$ cat config.mk
export PLATFORM = sky130hd
export DESIGN_NAME = cache_axi_arbiter
export DESIGN_NICKNAME = d
export VERILOG_FILES = /design/src/rtl/cache_axi_arbiter.sv
export SDC_FILE = /design/constraint.sdc
export NUM_CORES = 1
export LEC_CHECK = 0
export CAP_MARGIN = 0
export CORE_AREA = 2 2 558 560
export DETAILED_ROUTE_END_ITERATION = 10
export DIE_AREA = 0 0 560 562
export DONT_BUFFER_PORTS = 1
export MAX_ROUTING_LAYER = met4
export PLACE_DENSITY_LB_ADDON = 0.05
export SLEW_MARGIN = 20
export SYNTH_ARGS = -nofsm -noshare
export SYNTH_HDL_FRONTEND = slang
export SYNTH_SLANG_ARGS = --single-unit
$ cat constraint.sdc
create_clock -name aclk -period 2.3 [get_ports aclk]
set_input_delay 0.345 -clock aclk [delete_from_list [all_inputs] [get_ports aclk]]
set_output_delay 0.345 -clock aclk [all_outputs]
set_load 0.01 [all_outputs]
$ cat src/rtl/cache_axi_arbiter.sv
// Round-robin arbiter sharing one AXI line engine between I- and D-cache.
// The winner's request is latched on entry to BUSY; the engine sees only those registers.
module cache_axi_arbiter #(
    parameter int LINE_WORDS = 8
) (
    input  logic                      aclk,
    input  logic                      aresetn,
    input  logic                      i_rd_req,
    input  logic [31:0]               i_addr,
    output logic                      i_gnt,
    output logic [32*LINE_WORDS-1:0]  i_rd_line,
    input  logic                      d_rd_req,
    input  logic                      d_wr_req,
    input  logic [31:0]               d_addr,
    input  logic [32*LINE_WORDS-1:0]  d_wr_line,
    output logic                      d_gnt,
    output logic [32*LINE_WORDS-1:0]  d_rd_line,
    output logic [31:0]               m_addr,
    output logic                      m_rd_req,
    output logic                      m_wr_req,
    output logic [32*LINE_WORDS-1:0]  m_wr_line,
    input  logic                      m_gnt,
    input  logic [32*LINE_WORDS-1:0]  m_rd_line,
    output logic [31:0]               i_xfer_cnt,
    output logic [31:0]               d_xfer_cnt
);
    localparam int LW = 32 * LINE_WORDS;

    typedef enum logic [1:0] {
        IDLE   = 2'd0,
        BUSY_I = 2'd1,
        BUSY_D = 2'd2
    } state_t;

    state_t        state_q, state_d;
    logic          last_d_q, last_d_d;
    logic [31:0]   addr_q, addr_d;
    logic          wr_q, wr_d;
    logic [LW-1:0] line_q, line_d;
    logic [31:0]   icnt_q, icnt_d;
    logic [31:0]   dcnt_q, dcnt_d;
    logic          d_req;

    assign d_req = d_rd_req | d_wr_req;

    always_ff @(posedge aclk) begin
        if (!aresetn) begin
            state_q  <= IDLE;
            last_d_q <= 1'b0;
            addr_q   <= '0;
            wr_q     <= 1'b0;
            line_q   <= '0;
            icnt_q   <= '0;
            dcnt_q   <= '0;
        end else begin
            state_q  <= state_d;
            last_d_q <= last_d_d;
            addr_q   <= addr_d;
            wr_q     <= wr_d;
            line_q   <= line_d;
            icnt_q   <= icnt_d;
            dcnt_q   <= dcnt_d;
        end
    end

    always_comb begin
        state_d  = state_q;
        last_d_d = last_d_q;
        addr_d   = addr_q;
        wr_d     = wr_q;
        line_d   = line_q;
        icnt_d   = icnt_q;
        dcnt_d   = dcnt_q;
        unique case (state_q)
            IDLE: begin
                // On a tie D wins unless it was served last.
                if (d_req && (!i_rd_req || !last_d_q)) begin
                    state_d = BUSY_D;
                    addr_d  = d_addr;
                    wr_d    = d_wr_req;
                    line_d  = d_wr_line;
                end else if (i_rd_req) begin
                    state_d = BUSY_I;
                    addr_d  = i_addr;
                    wr_d    = 1'b0;
                    line_d  = '0;
                end
            end
            BUSY_I: begin
                if (m_gnt) begin
                    state_d  = IDLE;
                    last_d_d = 1'b0;
                    icnt_d   = icnt_q + 32'd1;
                end
            end
            BUSY_D: begin
                if (m_gnt) begin
                    state_d  = IDLE;
                    last_d_d = 1'b1;
                    dcnt_d   = dcnt_q + 32'd1;
                end
            end
            default: state_d = IDLE;
        endcase
    end

    always_comb begin
        i_gnt    = 1'b0;
        d_gnt    = 1'b0;
        m_rd_req = 1'b0;
        m_wr_req = 1'b0;
        unique case (state_q)
            BUSY_I: begin
                m_rd_req = 1'b1;
                i_gnt    = m_gnt;
            end
            BUSY_D: begin
                m_rd_req = !wr_q;
                m_wr_req = wr_q;
                d_gnt    = m_gnt;
            end
            default: ;
        endcase
    end

    assign m_addr     = addr_q;
    assign m_wr_line  = line_q;
    assign i_rd_line  = m_rd_line;
    assign d_rd_line  = m_rd_line;
    assign i_xfer_cnt = icnt_q;
    assign d_xfer_cnt = dcnt_q;

endmodule
==> tab_implementation.tex, run 1 <==
\begin{tabular}{lr}
\hline
Metric & Value \\
\hline
\multicolumn{2}{l}{\textbf{Global routing}} \\
Global-route wire length before repair & 169 mm \\
Total gr overflow & 0 \\
Total track usage & around 8.5\% \\
Antenna violations before repair & 53 \\
Largest net degree at the start of global routing & 160 \\
Vias in the first global route & 13.7k \\
\multicolumn{2}{l}{\textbf{Floorplanning}} \\
Number of top-level pins & 1450 \\
Width of the die & roughly 560 um \\
Cell row count & between 200 and 250 \\
Die span in y & $\sim$560 um \\
Initial standard-cell utilization of the core & 5.71\% \\
\multicolumn{2}{l}{\textbf{Yosys}} \\
Post-synth EDFFs & 0 \\
Post-synthesis sequential element count & between 300 and 400 \\
Post-synthesis average cell area & about 9.4 um\^{}2 \\
Number of synthesis warnings & 0 \\
Register area share after synthesis & between 40\% and 50\% \\
Synthesized instance count & approximately 1.9k \\
Syn\_nets & around 2.5k \\
Primary flip-flop cell chosen by synthesis mapping & dfxtp\_1 \\
Distinct cells, synth & 40 \\
Fraction of registers with async set or reset after synthesis & 0\% \\
Netlist area before placement & 0.0176 mm\^{}2 \\
\multicolumn{2}{l}{\textbf{CTS}} \\
Number of H-tree levels & 2 \\
Number of buffers created by CTS & 59 \\
Clock Tree Root & clkbuf\_16 \\
Clock sinks & between 300 and 400 \\
Max Buffers Root-to-Sink & 3 \\
\multicolumn{2}{l}{\textbf{Outcome}} \\
Halt Stage & detailed routing (5\_2\_route) \\
Tool error & [ERROR DRT-0255] Maze Route cannot find path of net m\_rd\_line[122] in worker of routeBox ( 531300 96600 ) ( 560000 144900 ). \\
Result of the run & stopped before the end \\
\multicolumn{2}{l}{\textbf{STA}} \\
Worst-path endpoint category & primary output \\
Worst endpoint, post-GRT repair & m\_rd\_req \\
\multicolumn{2}{l}{\textbf{Placement}} \\
Count of input and output buffers & 0 \\
Detailed placement HPWL & between 100 and 150 mm \\
Placed instance count & 5461 \\
Routability-driven placement congestion ratio & 0.731 \\
\hline
\end{tabular}
==> cell usage after synthesis, types with 6 or more instances <==
| cell type | instances | area [um^2] |
|---|---|---|
| xnor2_1 | 30 | 263 |
| and3_1 | 6 | 37.5 |
| dfxtp_1 | 356 | 7130 |
| a21boi_0 | 13 | 97.6 |
| inv_1 | 12 | 45.0 |
| o211a_1 | 32 | 320 |
| a22oi_1 | 258 | 1940 |
| nor3_1 | 11 | 55.1 |
| buf_2 | 54 | 270 |
| nand2_1 | 62 | 233 |
| and2_1 | 43 | 269 |
| nand4_1 | 20 | 125 |
| or3_1 | 15 | 93.8 |
| mux2i_1 | 32 | 320 |
| nor2b_1 | 264 | 1650 |
| buf_4 | 513 | 3850 |
| clkbuf_1 | 56 | 210 |
| o21ai_0 | 17 | 85.1 |
| xor2_1 | 15 | 131 |
| nor2_1 | 8 | 30.0 |
| nand3_1 | 21 | 105 |
==> routing by layer <==
layer  GRT usage (%)
met3            5.98
met5               -
met4            2.86
met2            15.5
met1            6.41
==> through the flow <==
step	setup slack [ns]	utilization, %	instance area [um^2]
detailed placement	0.221	6.26	19300
global placement	0.182	6.26	19300
global route	0.00521	8.05	24800
floorplan	0.542	-	17600
CTS	-0.00809	8.02	24700
==> cells by family after synthesis <==
group                      after synthesis  share of synthesized area (%)
buffers and inverters                  635                           24.9
and+or+nand+nor                        472                           16.0
DFF                                    356                           40.5
AOI/OAI and AO/OA                      330                           14.3
xor gates and xnor gates                45                           2.24
muxes                                   32                           1.82
adders and majority gates                5                          0.355
==> what timing repair did <==
action	in CTS	in global routing
endpoints found under the hold margin	294	0
setup buffers	0	0
endpoints found under the setup margin	3	1
hold buffers	334	0
resized for setup	6	1
==> inputs of run 2 (changes only) <==
CORE_AREA = 2 2 566 568   (was 2 2 558 560)
DIE_AREA = 0 0 568 570   (was 0 0 560 562)
MAX_ROUTING_LAYER = not set   (was met4)
PLACE_DENSITY_LB_ADDON = 0.15   (was 0.05)
==> run 2 against run 1 <==
Net effect:
- the flow now finishes without violations
- global-route usage up 0.93 points
- synthesized cell count unchanged
- synthesized area unchanged
==> tab_implementation.tex, run 2 <==
\begin{tabular}{lr}
\hline
Metric & Value \\
\hline
\multicolumn{2}{l}{\textbf{STA}} \\
Least-Margin Pin Slew & 1.06 ns \\
Period utilisation layout & between 90\% and 100\% \\
Achievable frequency & 0.459 GHz \\
Total negative slack for setup checks & 0 ns \\
Final critical-path required period & 2.18 ns \\
Final Max Slew Viols & 0 \\
Final-report hold violation count & 0 \\
Least setup slack across all paths after layout & about 0.12 ns \\
Final number of setup-violating endpoints & 0 \\
Setup repair after global routing missed its margin & yes \\
Worst hold-check slack & between 0.1 and 0.15 ns \\
Worst slew margin relative to its limit & 29.7\% \\
Post-route clock skew & $\sim$0.056 ns \\
\multicolumn{2}{l}{\textbf{Global routing}} \\
Vias in the first global route & 13.3k (-3.0\%) \\
Global-route wire length before repair & 190 mm (+13\%) \\
Antenna violations before repair & 62 (+17\%) \\
Total track usage & 9.41\% (+0.93 points) \\
Largest net degree at the start of global routing & 358 (+120\%) \\
Total gr overflow & 0 (unchanged) \\
\multicolumn{2}{l}{\textbf{Power and ir drop}} \\
Static leakage power & 8.08 nW \\
Sw Share & roughly 32\% \\
Comb pwr share & between 10\% and 20\% \\
Internal portion of total power & $\sim$14 mW \\
Portion of total power attributed to the clock network & between 40\% and 50\% \\
Peak ir drop on the vdd network & slightly below 0.0006 V \\
Relative contribution of sequential cells to total power & approximately two fifths \\
Power per unit of standard cell area & between 800 and 900 mW/mm\^{}2 \\
Sw Pwr & 6.51 mW \\
\multicolumn{2}{l}{\textbf{CTS}} \\
Number of buffers created by CTS & 56 (-5.1\%) \\
Clock Tree Root & clkbuf\_16 \\
Number of H-tree levels & 2 (unchanged) \\
Clock sinks & 356 (unchanged) \\
Clock Pin Slew Worst Setup and Hold Paths & 0.06 ns \\
Clock tree from TritonCTS & yes \\
Clock latency at the later pin of the worst-skew pair & 0.72 ns \\
Max Buffers Root-to-Sink & 3 (unchanged) \\
\multicolumn{2}{l}{\textbf{Yosys}} \\
Number of synthesis warnings & 0 (unchanged) \\
Register area share after synthesis & 40.5\% (unchanged) \\
Primary flip-flop cell chosen by synthesis mapping & dfxtp\_1 \\
Post-synthesis sequential element count & 356 (unchanged) \\
Fraction of registers with async set or reset after synthesis & 0\% (unchanged) \\
Post-synth EDFFs & 0 (unchanged) \\
Synthesized instance count & 1875 (unchanged) \\
Cell types with the highest counts after synthesis & buf\_4 (513), dfxtp\_1 (356), nor2b\_1 (264) \\
Largest area contributor in the synthesized netlist & dfxtp\_1 \\
Netlist area before placement & 0.0176 mm\^{}2 (unchanged) \\
Top cells by area in the synthesized netlist & dfxtp\_1 (40\%), buf\_4 (22\%), a22oi\_1 (11\%) \\
Most used standard cell by instance count after synthesis & buf\_4 \\
Syn\_nets & 2462 (unchanged) \\
Distinct cells, synth & 40 (unchanged) \\
Post-synthesis average cell area & 9.39 um\^{}2 (unchanged) \\
Share of Yosys cell area claimed by the top area cell type & 40.5\% (unchanged) \\
\multicolumn{2}{l}{\textbf{Routing}} \\
Via density per instance & $\sim$2.2 \\
Post-Route WL & roughly 160 mm \\
Residual DRC & 0 \\
Number of detailed-routing iterations run before antenna repair & 5 \\
Initial DRC count & around 600 \\
Routed vias & 13.1k \\
Wire length per cell after detailed routing & about 27 um \\
Remaining number of nets flagged by the antenna check after routing & 0 \\
\multicolumn{2}{l}{\textbf{Placement}} \\
Placed instance area & 0.0196 mm\^{}2 (+1.4\%) \\
Post-place setup slack & 0.211 ns (-0.00934 ns) \\
Count of input and output buffers & 0 (unchanged) \\
Detailed placement HPWL & 136 mm (+25\%) \\
Routability-driven placement congestion ratio & 0.764 (+4.6\%) \\
\multicolumn{2}{l}{\textbf{Floorplanning}} \\
Initial standard-cell utilization of the core & 5.55\% (-0.16 points) \\
Width of the die & 568 um (+1.4\%) \\
Die span in y & 570 um (+1.4\%) \\
Cell row count & 207 (+1.5\%) \\
Number of top-level pins & 1450 (unchanged) \\
Core Footprint & 0.317 mm\^{}2 \\
Die Footprint & 0.324 mm\^{}2 \\
\multicolumn{2}{l}{\textbf{Finish}} \\
Fill cells & 36.9k \\
Max FFs per register & around 260 \\
Share of layout cells above drive strength 1 & between 10\% and 20\% \\
Area delta synth->final & 42.1\% \\
Register area & roughly 0.0071 mm\^{}2 \\
Fin area & between 0.02 and 0.03 mm\^{}2 \\
Nets & 2345 \\
Final core occ & 7.89\% \\
Area used by multi-input combinational logic & roughly 0.0062 mm\^{}2 \\
Commonest cells after routing, fill and taps aside & dfxtp\_1 (353), dlygate4sd3\_1 (343), nor2b\_1 (263), a22oi\_1 (258), buf\_4 (82) \\
Leading cell type in the layout, fill and taps excluded & dfxtp\_1 \\
\multicolumn{2}{l}{\textbf{Setup path}} \\
Path type of the worst setup path & flop to flop \\
Required arrival time at the worst endpoint & 2.91 ns \\
Kind of end point of the critical path & flop \\
Crit path max fanout & 4 \\
Crit path arrival time & between 2 and 3 ns \\
Startpoint type of the worst setup path & flop \\
\multicolumn{2}{l}{\textbf{Hold path}} \\
Class of the worst hold path & input port to flop \\
\multicolumn{2}{l}{\textbf{Run}} \\
Number of maximum-capacitance violations & 0 \\
\multicolumn{2}{l}{\textbf{Outcome}} \\
Result of the run & finished, final reports clean \\
\hline
\end{tabular}
## run 2: cell counts after synthesis
Identical to the previous run, type by type.
## run 2: power groups by stage
stage,clock (mW),combinational [mW],sequential [mW]
floorplan,0,2.56,7.43
global placement,0,2.44,8.20
detailed placement,0,2.45,8.17
CTS,9.95,3.02,8.05
global route,10.0,3.35,8.08
finish,9.26,3.02,7.92
## run 2: final cells by class
| cell class | count | area share, % |
|---|---|---|
| Antenna cell | 13 | 0.130 |
| Clock buffer | 75 | 6.28 |
| Clock inverter | 24 | 1.29 |
| Inverter | 12 | 0.195 |
| Multi-Input combinational cell | 884 | 24.7 |
| Sequential cell | 356 | 28.5 |
| Tap cell | 4180 | 20.9 |
| Timing Repair Buffer | 448 | 18.0 |
## run 2: cell families after synthesis
| group | share of synthesized area [%] |
|---|---|
| simple gates | 16.0 |
| buf+inv | 24.9 |
| fa+ha+maj | 0.355 |
| xor+xnor | 2.24 |
| flops | 40.5 |
| mux | 1.82 |
| compound gates | 14.3 |
## run 2: worst paths after layout
path / cells after the start / slack (ns) / startpoint / endpoint
max reg2reg: 9 / 0.12 / state_q[0]$_SDFFE_PN0P_ / d_xfer_cnt[9]$_SDFFE_PN0P_
max: 9 / 0.12 / state_q[0]$_SDFFE_PN0P_ / d_xfer_cnt[9]$_SDFFE_PN0P_
min: 2 / 0.12 / aresetn / d_xfer_cnt[11]$_SDFFE_PN0P_
min reg2reg: 2 / 0.56 / d_xfer_cnt[11]$_SDFFE_PN0P_ / d_xfer_cnt[11]$_SDFFE_PN0P_
## run 2: routing by layer
layer | vias up | routed length (um) | share of wire [%] | track usage, %
li1 | 5654 | - | - | -
met4 | 14 | 5960 | 3.7 | 3.17
met3 | 248 | 35500 | 22 | 9.88
met2 | 1307 | 82500 | 52 | 17.4
met5 | - | 88 | 0.055 | 0.164
met1 | 5833 | 35200 | 22 | 5.75
## run 2: what timing repair did
item / in CTS / in global routing
buffers inserted: 1 / 1
setup endpoints to repair: 4 / 4
endpoints found under the hold margin: 352 / 70
hold buffers: 299 / 45
pin swaps: 0 / 3
gates resized for setup: 13 / 5
## run 2: worst max-delay path: stages, from the launching register on
cell	delay, ns
dfxtp_2	0.33
inv_2	0.08
ha_4	0.17
and3_4	0.20
nand4_1	0.20
buf_4	0.21
nor2_1	0.11
xor2_1	0.07
and2_1	0.15
dlygate4sd3_1	0.54
## run 2: stage by stage
stage	std cells	total power, mW
5_1_grt	5983	21.5
3_5_place_dp	5534	10.6
2_1_floorplan	1875	9.99
4_1_cts	5933	21.0
3_3_place_gp	5534	10.6
6_report	5992	20.2
(Power assumes the default switching activity.)
==> inputs of run 3 (changes only) <==
ABC_AREA = 1   (was not set)
CORE_AREA = 2 2 564 566   (was 2 2 566 568)
DIE_AREA = 0 0 566 568   (was 0 0 568 570)
==> run 3 against run 2 <==
Net effect:
- routed wire length fell by 8.8%
- clock skew fell by 0.024 ns
- die area fell by 0.70%
- register-to-register slack improved by 0.03 ns
- maximum frequency rose by 0.78%
- core utilization fell by 0.24 points
- synthesized cell count rose by 26%
- largest cell class unchanged
- largest power group unchanged
==> tab_implementation.tex, run 3 <==
\begin{tabular}{lr}
\hline
Metric & Value \\
\hline
\multicolumn{2}{l}{\textbf{Global routing}} \\
Antenna violations before repair & 51 (-18\%) \\
Global-route wire length before repair & 182 mm (-4.3\%) \\
Largest net degree at the start of global routing & 75 (-79\%) \\
Total gr overflow & 0 (unchanged) \\
Total track usage & 8.71\% (-0.70 points) \\
Vias in the first global route & 15.4k (+16\%) \\
\multicolumn{2}{l}{\textbf{Setup path}} \\
Kind of end point of the critical path & output pin \\
Crit path arrival time & 1.81 ns (-0.98 ns) \\
Required arrival time at the worst endpoint & 1.96 ns (-0.95 ns) \\
Crit path max fanout & 12 (+8) \\
Startpoint type of the worst setup path & flop \\
Path type of the worst setup path & flop to output pin \\
\multicolumn{2}{l}{\textbf{Power and ir drop}} \\
Relative contribution of sequential cells to total power & 41.7\% (+2.5 points) \\
Sw Share & 34.6\% (+2.4 points) \\
Portion of total power attributed to the clock network & 42.2\% (-3.6 points) \\
Static leakage power & 7.83 nW (-3.2\%) \\
Sw Pwr & 6.64 mW (+2.0\%) \\
Power per unit of standard cell area & 793 mW/mm\^{}2 (-1.8\%) \\
Peak ir drop on the vdd network & 0.000452 V (-22\%) \\
Internal portion of total power & 12.5 mW (-8.5\%) \\
Comb pwr share & 16.2\% (+1.2 points) \\
\multicolumn{2}{l}{\textbf{STA}} \\
Final number of setup-violating endpoints & 0 (unchanged) \\
Setup repair after global routing missed its margin & yes \\
Achievable frequency & 0.463 GHz (+0.78\%) \\
Least-Margin Pin Slew & 0.753 ns (-0.302 ns) \\
Final-report hold violation count & 0 (unchanged) \\
Post-route clock skew & 0.0322 ns (-0.0237 ns) \\
Final Max Slew Viols & 0 (unchanged) \\
Period utilisation layout & 93.9\% (-0.73 points) \\
Final critical-path required period & 2.16 ns (-0.0169 ns) \\
Total negative slack for setup checks & 0 ns (unchanged) \\
Worst slew margin relative to its limit & 49.7\% (+20 points) \\
Least setup slack across all paths after layout & 0.140 ns (+0.0169 ns) \\
Worst hold-check slack & 0.114 ns (-0.00313 ns) \\
\multicolumn{2}{l}{\textbf{Finish}} \\
Max FFs per register & 256 (unchanged) \\
Share of layout cells above drive strength 1 & 8.23\% (-4.1 points) \\
Area delta synth->final & 38.2\% \\
Fin area & 0.0242 mm\^{}2 (-3.4\%) \\
Commonest cells after routing, fill and taps aside & nand2\_1 (678), dfxtp\_1 (355), a21oi\_1 (350), dlygate4sd3\_1 (324), nor2\_1 (114) \\
Nets & 2797 (+19\%) \\
Leading cell type in the layout, fill and taps excluded & nand2\_1 \\
Fill cells & 37.1k (+0.54\%) \\
\multicolumn{2}{l}{\textbf{Floorplanning}} \\
Number of top-level pins & 1450 (unchanged) \\
Initial standard-cell utilization of the core & 5.53\% (-0.018 points) \\
Die span in y & 568 um (-0.35\%) \\
Core Footprint & 0.316 mm\^{}2 (-0.33\%) \\
Width of the die & 566 um (-0.35\%) \\
Die Footprint & 0.321 mm\^{}2 (-0.70\%) \\
Cell row count & 207 (unchanged) \\
\multicolumn{2}{l}{\textbf{Routing}} \\
Residual DRC & 0 (unchanged) \\
Via density per instance & 2.34 (+7.6\%) \\
Number of detailed-routing iterations run before antenna repair & 5 (unchanged) \\
Initial DRC count & 795 (+29\%) \\
Remaining number of nets flagged by the antenna check after routing & 0 (unchanged) \\
Routed vias & 15.1k (+16\%) \\
Post-Route WL & 145 mm (-8.8\%) \\
Wire length per cell after detailed routing & 22.5 um (-15\%) \\
\multicolumn{2}{l}{\textbf{Yosys}} \\
Most used standard cell by instance count after synthesis & nand2\_1 \\
Cell types with the highest counts after synthesis & nand2\_1 (679), buf\_4 (536), dfxtp\_1 (356) \\
Primary flip-flop cell chosen by synthesis mapping & dfxtp\_1 \\
Synthesized instance count & 2360 (+26\%) \\
Post-synthesis average cell area & 7.41 um\^{}2 (-21\%) \\
Largest area contributor in the synthesized netlist & dfxtp\_1 \\
Number of synthesis warnings & 0 (unchanged) \\
Register area share after synthesis & 40.7\% (+0.27 points) \\
Post-synth EDFFs & 0 (unchanged) \\
Distinct cells, synth & 31 (-23\%) \\
Share of Yosys cell area claimed by the top area cell type & 40.7\% (+0.27 points) \\
Syn\_nets & 2947 (+20\%) \\
Top cells by area in the synthesized netlist & dfxtp\_1 (41\%), buf\_4 (23\%), nand2\_1 (15\%) \\
Netlist area before placement & 0.0175 mm\^{}2 (-0.65\%) \\
Fraction of registers with async set or reset after synthesis & 0\% (unchanged) \\
Post-synthesis sequential element count & 356 (unchanged) \\
\multicolumn{2}{l}{\textbf{Outcome}} \\
Result of the run & finished, final reports clean \\
\multicolumn{2}{l}{\textbf{Run}} \\
Number of maximum-capacitance violations & 0 (unchanged) \\
\multicolumn{2}{l}{\textbf{Placement}} \\
Post-place setup slack & 0.332 ns (+0.121 ns) \\
Count of input and output buffers & 0 (unchanged) \\
Placed instance area & 0.0192 mm\^{}2 (-1.8\%) \\
Routability-driven placement congestion ratio & 0.758 (-0.81\%) \\
Detailed placement HPWL & 124 mm (-9.0\%) \\
\multicolumn{2}{l}{\textbf{Hold path}} \\
Class of the worst hold path & input port to flop \\
\multicolumn{2}{l}{\textbf{CTS}} \\
Number of H-tree levels & 2 (unchanged) \\
Clock sinks & 356 (unchanged) \\
Number of buffers created by CTS & 52 (-7.1\%) \\
Clock Pin Slew Worst Setup and Hold Paths & 0.06 ns (about the same) \\
Clock tree from TritonCTS & yes \\
Max Buffers Root-to-Sink & 3 (unchanged) \\
Clock latency at the later pin of the worst-skew pair & 0.68 ns (-0.04 ns) \\
Clock Tree Root & clkbuf\_16 \\
\hline
\end{tabular}
## run 3: cell types whose count changed in the layout (fill, tap and decap cells not counted), moves of 37 or more
cell / delta
inv_1: +69
a21oi_1: +349
nand2_1: +616
nor2b_1: -263
nor2_1: +108
and2_1: -42
o21ai_0: +37
a22oi_1: -258
## run 3: what timing repair did
item	in CTS	in global routing
pin swaps	0	1
gates resized for setup	5	1
setup endpoints to repair	3	2
setup buffers	0	2
hold endpoints to repair	334	0
hold buffers	325	0
## run 3: area by class of cell
type / count / area, um^2 / share of cell area [%]
inverters: 81 / 319 / 1.32
well taps: 4180 / 5230 / 21.6
multi-input cells: 1303 / 5730 / 23.7
clock buffers: 80 / 1520 / 6.28
diodes: 17 / 42.5 / 0.176
repair buffers: 416 / 4120 / 17.0
clock inverters: 11 / 101 / 0.419
flip-flops and latches: 356 / 7130 / 29.5
## run 3: path summary, 6_finish.rpt
| check | cells past startpoint | start | to | slack (ns) |
|---|---|---|---|---|
| worst max-delay path | 6 | state_q[1]$_SDFFE_PN0P_ | i_gnt | 0.14 |
| worst min-delay path | 3 | aresetn | d_xfer_cnt[31]$_SDFFE_PN0P_ | 0.11 |
| worst min register to register | 2 | last_d_q$_SDFFE_PN0P_ | last_d_q$_SDFFE_PN0P_ | 0.49 |
| worst max register to register | 9 | state_q[1]$_SDFFE_PN0P_ | m_wr_line[135]$_SDFFE_PN0P_ | 0.15 |
## run 3: cells by family (layout without fill, tap and decap cells)
| group | after synthesis | after routing | share of synthesized area, % |
|---|---|---|---|
| compound gates | 414 | 414 | 12.0 |
| simple gates | 875 | 875 | 19.7 |
| flops | 356 | 356 | 40.7 |
| other cells | 0 | 17 | 0 |
| fa+ha+maj | 5 | 5 | 0.358 |
| buf+inv | 701 | 588 | 26.8 |
| xor+xnor | 9 | 9 | 0.450 |
## run 3: routing by layer
layer	vias up	part of all wire [%]	global-route usage [%]
li1	6710	-	-
met1	6800	30	7.62
met2	1245	44	13.6
met3	333	21	8.28
met4	18	4.5	3.66
met5	-	0.10	0.119
## run 3: critical path: stages, from the launching register on
cell     delay (ns)
dfxtp_2        0.35
inv_1          0.07
ha_1           0.21
nand2_1        0.11
buf_12         0.16
inv_1          0.08
buf_4          0.16
## run 3: stage by stage
stage               power, mW  util, %  std cells
global route             20.3     7.64       6432
global placement         10.8     6.08       6009
floorplan                9.95        -       2360
CTS                      19.9     7.63       6425
finish                   19.2     7.65       6444
detailed placement       10.8     6.08       6009
## run 3: power groups by stage
| stage | clock, mW | sequential, mW | combinational, mW |
|---|---|---|---|
| after floorplan | 0 | 7.47 | 2.48 |
| after global placement | 0 | 8.22 | 2.60 |
| after detailed placement | 0 | 8.19 | 2.60 |
| after CTS | 8.62 | 8.06 | 3.22 |
| after global routing | 8.74 | 8.14 | 3.46 |
| final | 8.09 | 7.99 | 3.10 |
